`src/rtl/spi_txn_arbiter.sv`:
```
// Round-robin arbiter sharing one spi_master across NUM_REQ clients.
// Define SPI_ARB_TIMEOUT_EN to build the per-byte WAIT watchdog and err.
module spi_txn_arbiter #(
    parameter int NUM_REQ        = 4,
    parameter int LEN_W          = 4,
    parameter int GAP_CYCLES     = 4,
    parameter int TIMEOUT_CYCLES = 1024
) (
    input  logic                       clk,
    input  logic                       rst_n,
    input  logic [NUM_REQ-1:0]         req,
    input  logic [2*NUM_REQ-1:0]       req_mode,
    input  logic [LEN_W*NUM_REQ-1:0]   req_len,
    input  logic [8*NUM_REQ-1:0]       tx_data,
    output logic [NUM_REQ-1:0]         tx_ack,
    output logic [7:0]                 rx_data,
    output logic                       rx_valid,
    output logic [$clog2(NUM_REQ)-1:0] rx_id,
    output logic [NUM_REQ-1:0]         gnt,
    output logic [NUM_REQ-1:0]         txn_done,
    output logic                       busy,
    output logic [NUM_REQ-1:0]         dev_cs_n,
    output logic                       spi_start,
    output logic [7:0]                 spi_data,
    output logic [1:0]                 spi_mode,
    input  logic                       spi_done,
    input  logic [7:0]                 spi_rx,
    output logic                       err
);
    localparam int IDX_W = $clog2(NUM_REQ);
    localparam int GAP_W = (GAP_CYCLES > 1) ? $clog2(GAP_CYCLES) : 1;

    typedef enum logic [2:0] {
        IDLE, GRANT, LAUNCH, WAIT, GAP, FINISH
    } state_e;

    state_e             state_q, state_d;
    logic [IDX_W-1:0]   idx_q, idx_d;
    logic [IDX_W-1:0]   rr_q, rr_d;
    logic [1:0]         mode_q, mode_d;
    logic [LEN_W-1:0]   cnt_q, cnt_d;
    logic [GAP_W-1:0]   gap_q, gap_d;
    logic [7:0]         spi_data_q, spi_data_d;
    logic [7:0]         rx_data_q, rx_data_d;
    logic [IDX_W-1:0]   rx_id_q, rx_id_d;
    logic               rx_valid_q, rx_valid_d;
    logic               done_prev_q;
    logic               done_rise;
    logic               found;
    logic [IDX_W-1:0]   pick, cand;
    logic [NUM_REQ-1:0] onehot;
    logic               owned;

`ifdef SPI_ARB_TIMEOUT_EN
    localparam int WD_W = $clog2(TIMEOUT_CYCLES + 1);
    logic [WD_W-1:0] wd_q, wd_d;
    logic            err_q, err_d;
`endif

    assign done_rise = spi_done & ~done_prev_q;

    always_comb begin
        found = 1'b0;
        pick  = '0;
        cand  = '0;
        for (int k = 0; k < NUM_REQ; k++) begin
            cand = IDX_W'((int'(rr_q) + k) % NUM_REQ);
            if (!found && req[cand]) begin
                found = 1'b1;
                pick  = cand;
            end
        end
    end

    always_comb begin
        state_d    = state_q;
        idx_d      = idx_q;
        rr_d       = rr_q;
        mode_d     = mode_q;
        cnt_d      = cnt_q;
        gap_d      = gap_q;
        spi_data_d = spi_data_q;
        rx_data_d  = rx_data_q;
        rx_id_d    = rx_id_q;
        rx_valid_d = 1'b0;
`ifdef SPI_ARB_TIMEOUT_EN
        wd_d  = (state_q == WAIT) ? wd_q + 1'b1 : '0;
        err_d = err_q;
`endif
        unique case (state_q)
            IDLE: begin
                if (found) begin
                    idx_d   = pick;
                    mode_d  = req_mode[2*int'(pick) +: 2];
                    cnt_d   = req_len[LEN_W*int'(pick) +: LEN_W];
                    state_d = GRANT;
                end
            end
            GRANT: begin
                spi_data_d = tx_data[8*int'(idx_q) +: 8];
                state_d    = LAUNCH;
            end
            LAUNCH: state_d = WAIT;
            WAIT: begin
                if (done_rise) begin
                    rx_data_d  = spi_rx;
                    rx_id_d    = idx_q;
                    rx_valid_d = 1'b1;
                    if (cnt_q == '0) begin
                        state_d = FINISH;
                    end else begin
                        cnt_d = cnt_q - 1'b1;
                        if (GAP_CYCLES == 0) begin
                            spi_data_d = tx_data[8*int'(idx_q) +: 8];
                            state_d    = LAUNCH;
                        end else begin
                            gap_d   = '0;
                            state_d = GAP;
                        end
                    end
                end
`ifdef SPI_ARB_TIMEOUT_EN
                else if (wd_q == WD_W'(TIMEOUT_CYCLES - 1)) begin
                    err_d   = 1'b1;
                    state_d = FINISH;
                end
`endif
            end
            GAP: begin
                if (gap_q == GAP_W'(GAP_CYCLES - 1)) begin
                    spi_data_d = tx_data[8*int'(idx_q) +: 8];
                    state_d    = LAUNCH;
                end else begin
                    gap_d = gap_q + 1'b1;
                end
            end
            FINISH: begin
                rr_d    = (idx_q == IDX_W'(NUM_REQ - 1)) ? '0 : idx_q + 1'b1;
                state_d = IDLE;
            end
            default: state_d = IDLE;
        endcase
    end

    always_ff @(posedge clk) begin
        if (!rst_n) begin
            state_q     <= IDLE;
            idx_q       <= '0;
            rr_q        <= '0;
            mode_q      <= '0;
            cnt_q       <= '0;
            gap_q       <= '0;
            spi_data_q  <= '0;
            rx_data_q   <= '0;
            rx_id_q     <= '0;
            rx_valid_q  <= 1'b0;
            done_prev_q <= 1'b0;
`ifdef SPI_ARB_TIMEOUT_EN
            wd_q        <= '0;
            err_q       <= 1'b0;
`endif
        end else begin
            state_q     <= state_d;
            idx_q       <= idx_d;
            rr_q        <= rr_d;
            mode_q      <= mode_d;
            cnt_q       <= cnt_d;
            gap_q       <= gap_d;
            spi_data_q  <= spi_data_d;
            rx_data_q   <= rx_data_d;
            rx_id_q     <= rx_id_d;
            rx_valid_q  <= rx_valid_d;
            done_prev_q <= spi_done;
`ifdef SPI_ARB_TIMEOUT_EN
            wd_q        <= wd_d;
            err_q       <= err_d;
`endif
        end
    end

    // Grant and CS share one decode so only one CS can ever be low.
    assign onehot = NUM_REQ'(1) << idx_q;
    assign owned  = (state_q == GRANT) || (state_q == LAUNCH) ||
                    (state_q == WAIT)  || (state_q == GAP);

    assign gnt       = owned ? onehot : '0;
    assign dev_cs_n  = ~gnt;
    assign spi_start = (state_q == LAUNCH);
    assign tx_ack    = spi_start ? onehot : '0;
    assign txn_done  = (state_q == FINISH) ? onehot : '0;
    assign busy      = (state_q != IDLE);
    assign spi_data  = spi_data_q;
    assign spi_mode  = mode_q;
    assign rx_data   = rx_data_q;
    assign rx_id     = rx_id_q;
    assign rx_valid  = rx_valid_q;

`ifdef SPI_ARB_TIMEOUT_EN
    assign err = err_q;
`else
    assign err = 1'b0;
`endif
endmodule
```
`config.mk`:
```
export PLATFORM = sky130hd
export DESIGN_NAME = spi_txn_arbiter
export DESIGN_NICKNAME = d
export VERILOG_FILES = /design/src/rtl/spi_txn_arbiter.sv
export SDC_FILE = /design/constraint.sdc
export NUM_CORES = 1
export LEC_CHECK = 0
export CAP_MARGIN = 20
export CORE_MARGIN = 2
export CORE_UTILIZATION = 40
export CTS_CLUSTER_DIAMETER = 30
export DETAILED_ROUTE_END_ITERATION = 12
export DONT_BUFFER_PORTS = 1
export MAX_ROUTING_LAYER = met4
export SYNTH_ARGS = -nofsm -noshare
export SYNTH_HDL_FRONTEND = slang
export SYNTH_SLANG_ARGS = --single-unit
```
`constraint.sdc`:
```
create_clock -name clk -period 3.4 [get_ports clk]
set_clock_uncertainty 0.05 [all_clocks]
set_input_delay 0.68 -clock clk [delete_from_list [all_inputs] [get_ports clk]]
set_output_delay 0.68 -clock clk [all_outputs]
set_load 0.01 [all_outputs]
```
==> metrics.txt <==
outcome=complete, no violations; crit start category=register; vias in the first global route=1557; TritonCTS clock tree=done; Seq/Total Area, Yosys=32.4%; CTS clk-pin slew, worst paths=0.07 ns; IO buf count=0; die height=77.6 um; die width=77.6 um; crit path max fanout=13; setup bufs post-CTS=0; critical path data required time=2.67 ns; Post-route DRC=0; Syn Inst Count=235; antenna violations before repair=0; leading area contributor after synthesis=dfxtp_1; most frequent cells in the layout=35 x dfxtp_1, 26 x mux2i_1, 21 x nor2b_1; CP max-delay cell=dfxtp_1; post-route design area=2270 um^2; Worst VDD drop=0.200 mV; top routing layer used=met4; site row count=26; Post-Synthesis Net Count=313; Num Clock Sinks=35; CP most frequent cell=inv_1; n_diodes=0; Hold Buf Count CTS=0; Root Driver=clkbuf_8; met3 WL=263 um; most common cell after layout, fill and taps aside=dfxtp_1; crit-path cells=inv_1 -> ha_1 -> nand2_1 -> inv_1; Total Power=1.28 mW; fin nets=306; # resized after CTS=0; Area after DPL=2180 um^2; maximum number of pins on one net before global-route repair=37; mean number of vias per cell=5.30; H-tree Lvls=2; Via Count=1584; Yosys cell types=44; fin. max-slew vios=0; Net Switching=0.474 mW; max cap viols=0; wl on met1=1910 um; DRT antenna net count=0; Hold Fails Final Rpt=0; worst min path class=reg -> reg; RSZ-0062 raised after global routing=no; DRT iter0 DRCs=55; crit path time final=2.47 ns; Gate power share=32.9%; Synth area leaders=dfxtp_1 32%, mux2i_1 12%, mux4_2 8.3%, nor2b_1 6.1%, ha_1 4.0%; pwr dens=565 nW/um^2; #FFs+latches synth=35; first-pass GRT wire length=7170 um; WS Path Type=reg -> out; Core ar.=5170 um^2; CP max stage delay=0.77 ns; wire length per cell=14.9 um; DPL Wire Length=3410 um; clock power share=23.3%; first-pass iteration count of the detailed router=4; Switching Share=36.9%; post-synth top area share=32.4%; Reg power frac=43.8%; top_reg_cell synth=dfxtp_1; DRT Wirelength=4450 um; area grow syn2layout=5.03%; layout cells sized above 1=13.5%; CP Capture Type=output port; Arr. time, crit path=1.74 ns; Final Setup Violations=0; top-level I/O count=111; Inserted Clock Buffers=5; Worst slew margin=50.4%; worst hold margin=0.411 ns; Async SR Flop Fraction=0%; Leak=0.830 nW; Tightest Pin Transition=0.744 ns; Synth Warn #=0; Die Area=6020 um^2; Avg Cell Area, Syn=9.21 um^2; Tcrit/Tclk final=72.7%; maximum buffer depth of the clock tree=2; WL met2=2230 um; f_max=405 MHz; Int Power=0.811 mW; initial core utilization=41.8%; GRT Overall Usage=15.4%; GP Congestion=0.764; grt total ovfl=0; clk_lat worst skew=0.29 ns; post-synthesis cell area=2160 um^2; Post-synth EDFFs=0; setup tns final=0 ns
-- critical path, delay by kind of cell, from the launching register on --
kind          cells  cell delay [ns]
flops             1             0.77
buf+inv           2             0.29
fa+ha+maj         1             0.26
simple gates      1             0.14
-- registers in the layout, indices dropped and copies added, names as in the netlist --
name         cells
rx_data          8
spi_data         8
cnt_q            4
state_q          3
gap_q            2
idx_q            2
rr_q             2
rx_id            2
spi_mode         2
done_prev_q      1
rx_valid         1
-- worst paths after layout --
| kind | startpoint | end | cells past startpoint | slack (ns) |
|---|---|---|---|---|
| max | idx_q[0] | gnt[2] | 4 | 0.93 |
| min reg2reg | gap_q[1] | gap_q[1] | 2 | 0.41 |
| max reg2reg | state_q[0] | gap_q[1] | 5 | 1.02 |
| min | gap_q[1] | gap_q[1] | 2 | 0.41 |
-- cells by family (layout without fill, tap and decap cells) --
logic type | count (synthesis) | in the layout | synth area share, %
flip-flops | 35 | 35 | 32.4
adder cells (fa/ha/maj) | 7 | 7 | 4.05
buffers and inverters | 25 | 19 | 5.03
AND/OR/NAND/NOR | 84 | 84 | 21.8
XOR/XNOR | 3 | 3 | 1.21
multiplexers | 39 | 39 | 22.9
other | 1 | 1 | 0.173
AO/OA/AOI/OAI | 41 | 41 | 12.4
-- power groups by stage --
stage          registers [mW]  logic (mW)  clock network, mW
2_1_floorplan           0.529       0.412                  0
3_3_place_gp            0.572       0.423                  0
3_5_place_dp            0.573       0.428                  0
4_1_cts                 0.563       0.430              0.315
5_1_grt                 0.575       0.483              0.327
6_report                0.562       0.423              0.300
-- metrics by stage --
step                      utilization, %  instances  setup slack [ns]
after floorplan                        -        235              1.26
after global placement              42.2        291              1.04
after detailed placement            42.2        291             0.987
after CTS                           44.0        299             0.890
after global routing                44.0        299             0.746
final                               44.0        299             0.929
-- synthesized netlist by cell type (2+ instances only) --
| cell type | instances |
|---|---|
| mux2_2 | 5 |
| o22ai_1 | 3 |
| nor2b_1 | 21 |
| mux4_2 | 8 |
| o211ai_1 | 2 |
| ha_1 | 7 |
| a21oi_1 | 11 |
| xnor2_1 | 3 |
| buf_2 | 3 |
| nor2_2 | 2 |
| mux2i_1 | 26 |
| nor2_1 | 12 |
| o21a_1 | 4 |
| and2_1 | 13 |
| o221a_2 | 2 |
| o21ai_0 | 12 |
| nor3b_1 | 2 |
| inv_1 | 11 |
| clkbuf_1 | 8 |
| nand3_1 | 2 |
| nand2b_1 | 2 |
| nand2_1 | 20 |
| dfxtp_1 | 35 |
-- layout make-up --
cell class	instances	area, um^2
clock buffers	5	68.8
well taps	70	87.6
clock inverters	3	20.0
flip-flops and latches	35	701
fillers	509	2900
inverters	11	41.3
multi-input cells	175	1360
-- per-layer routing --
metal / vias to the layer above / global-route usage [%]
met5: - / -
met4: 0 / 4.29
met3: 5 / 3.95
met2: 58 / 27.0
met1: 723 / 17.3
li1: 798 / -
No activity file was read; power rests on OpenSTA's default activity.
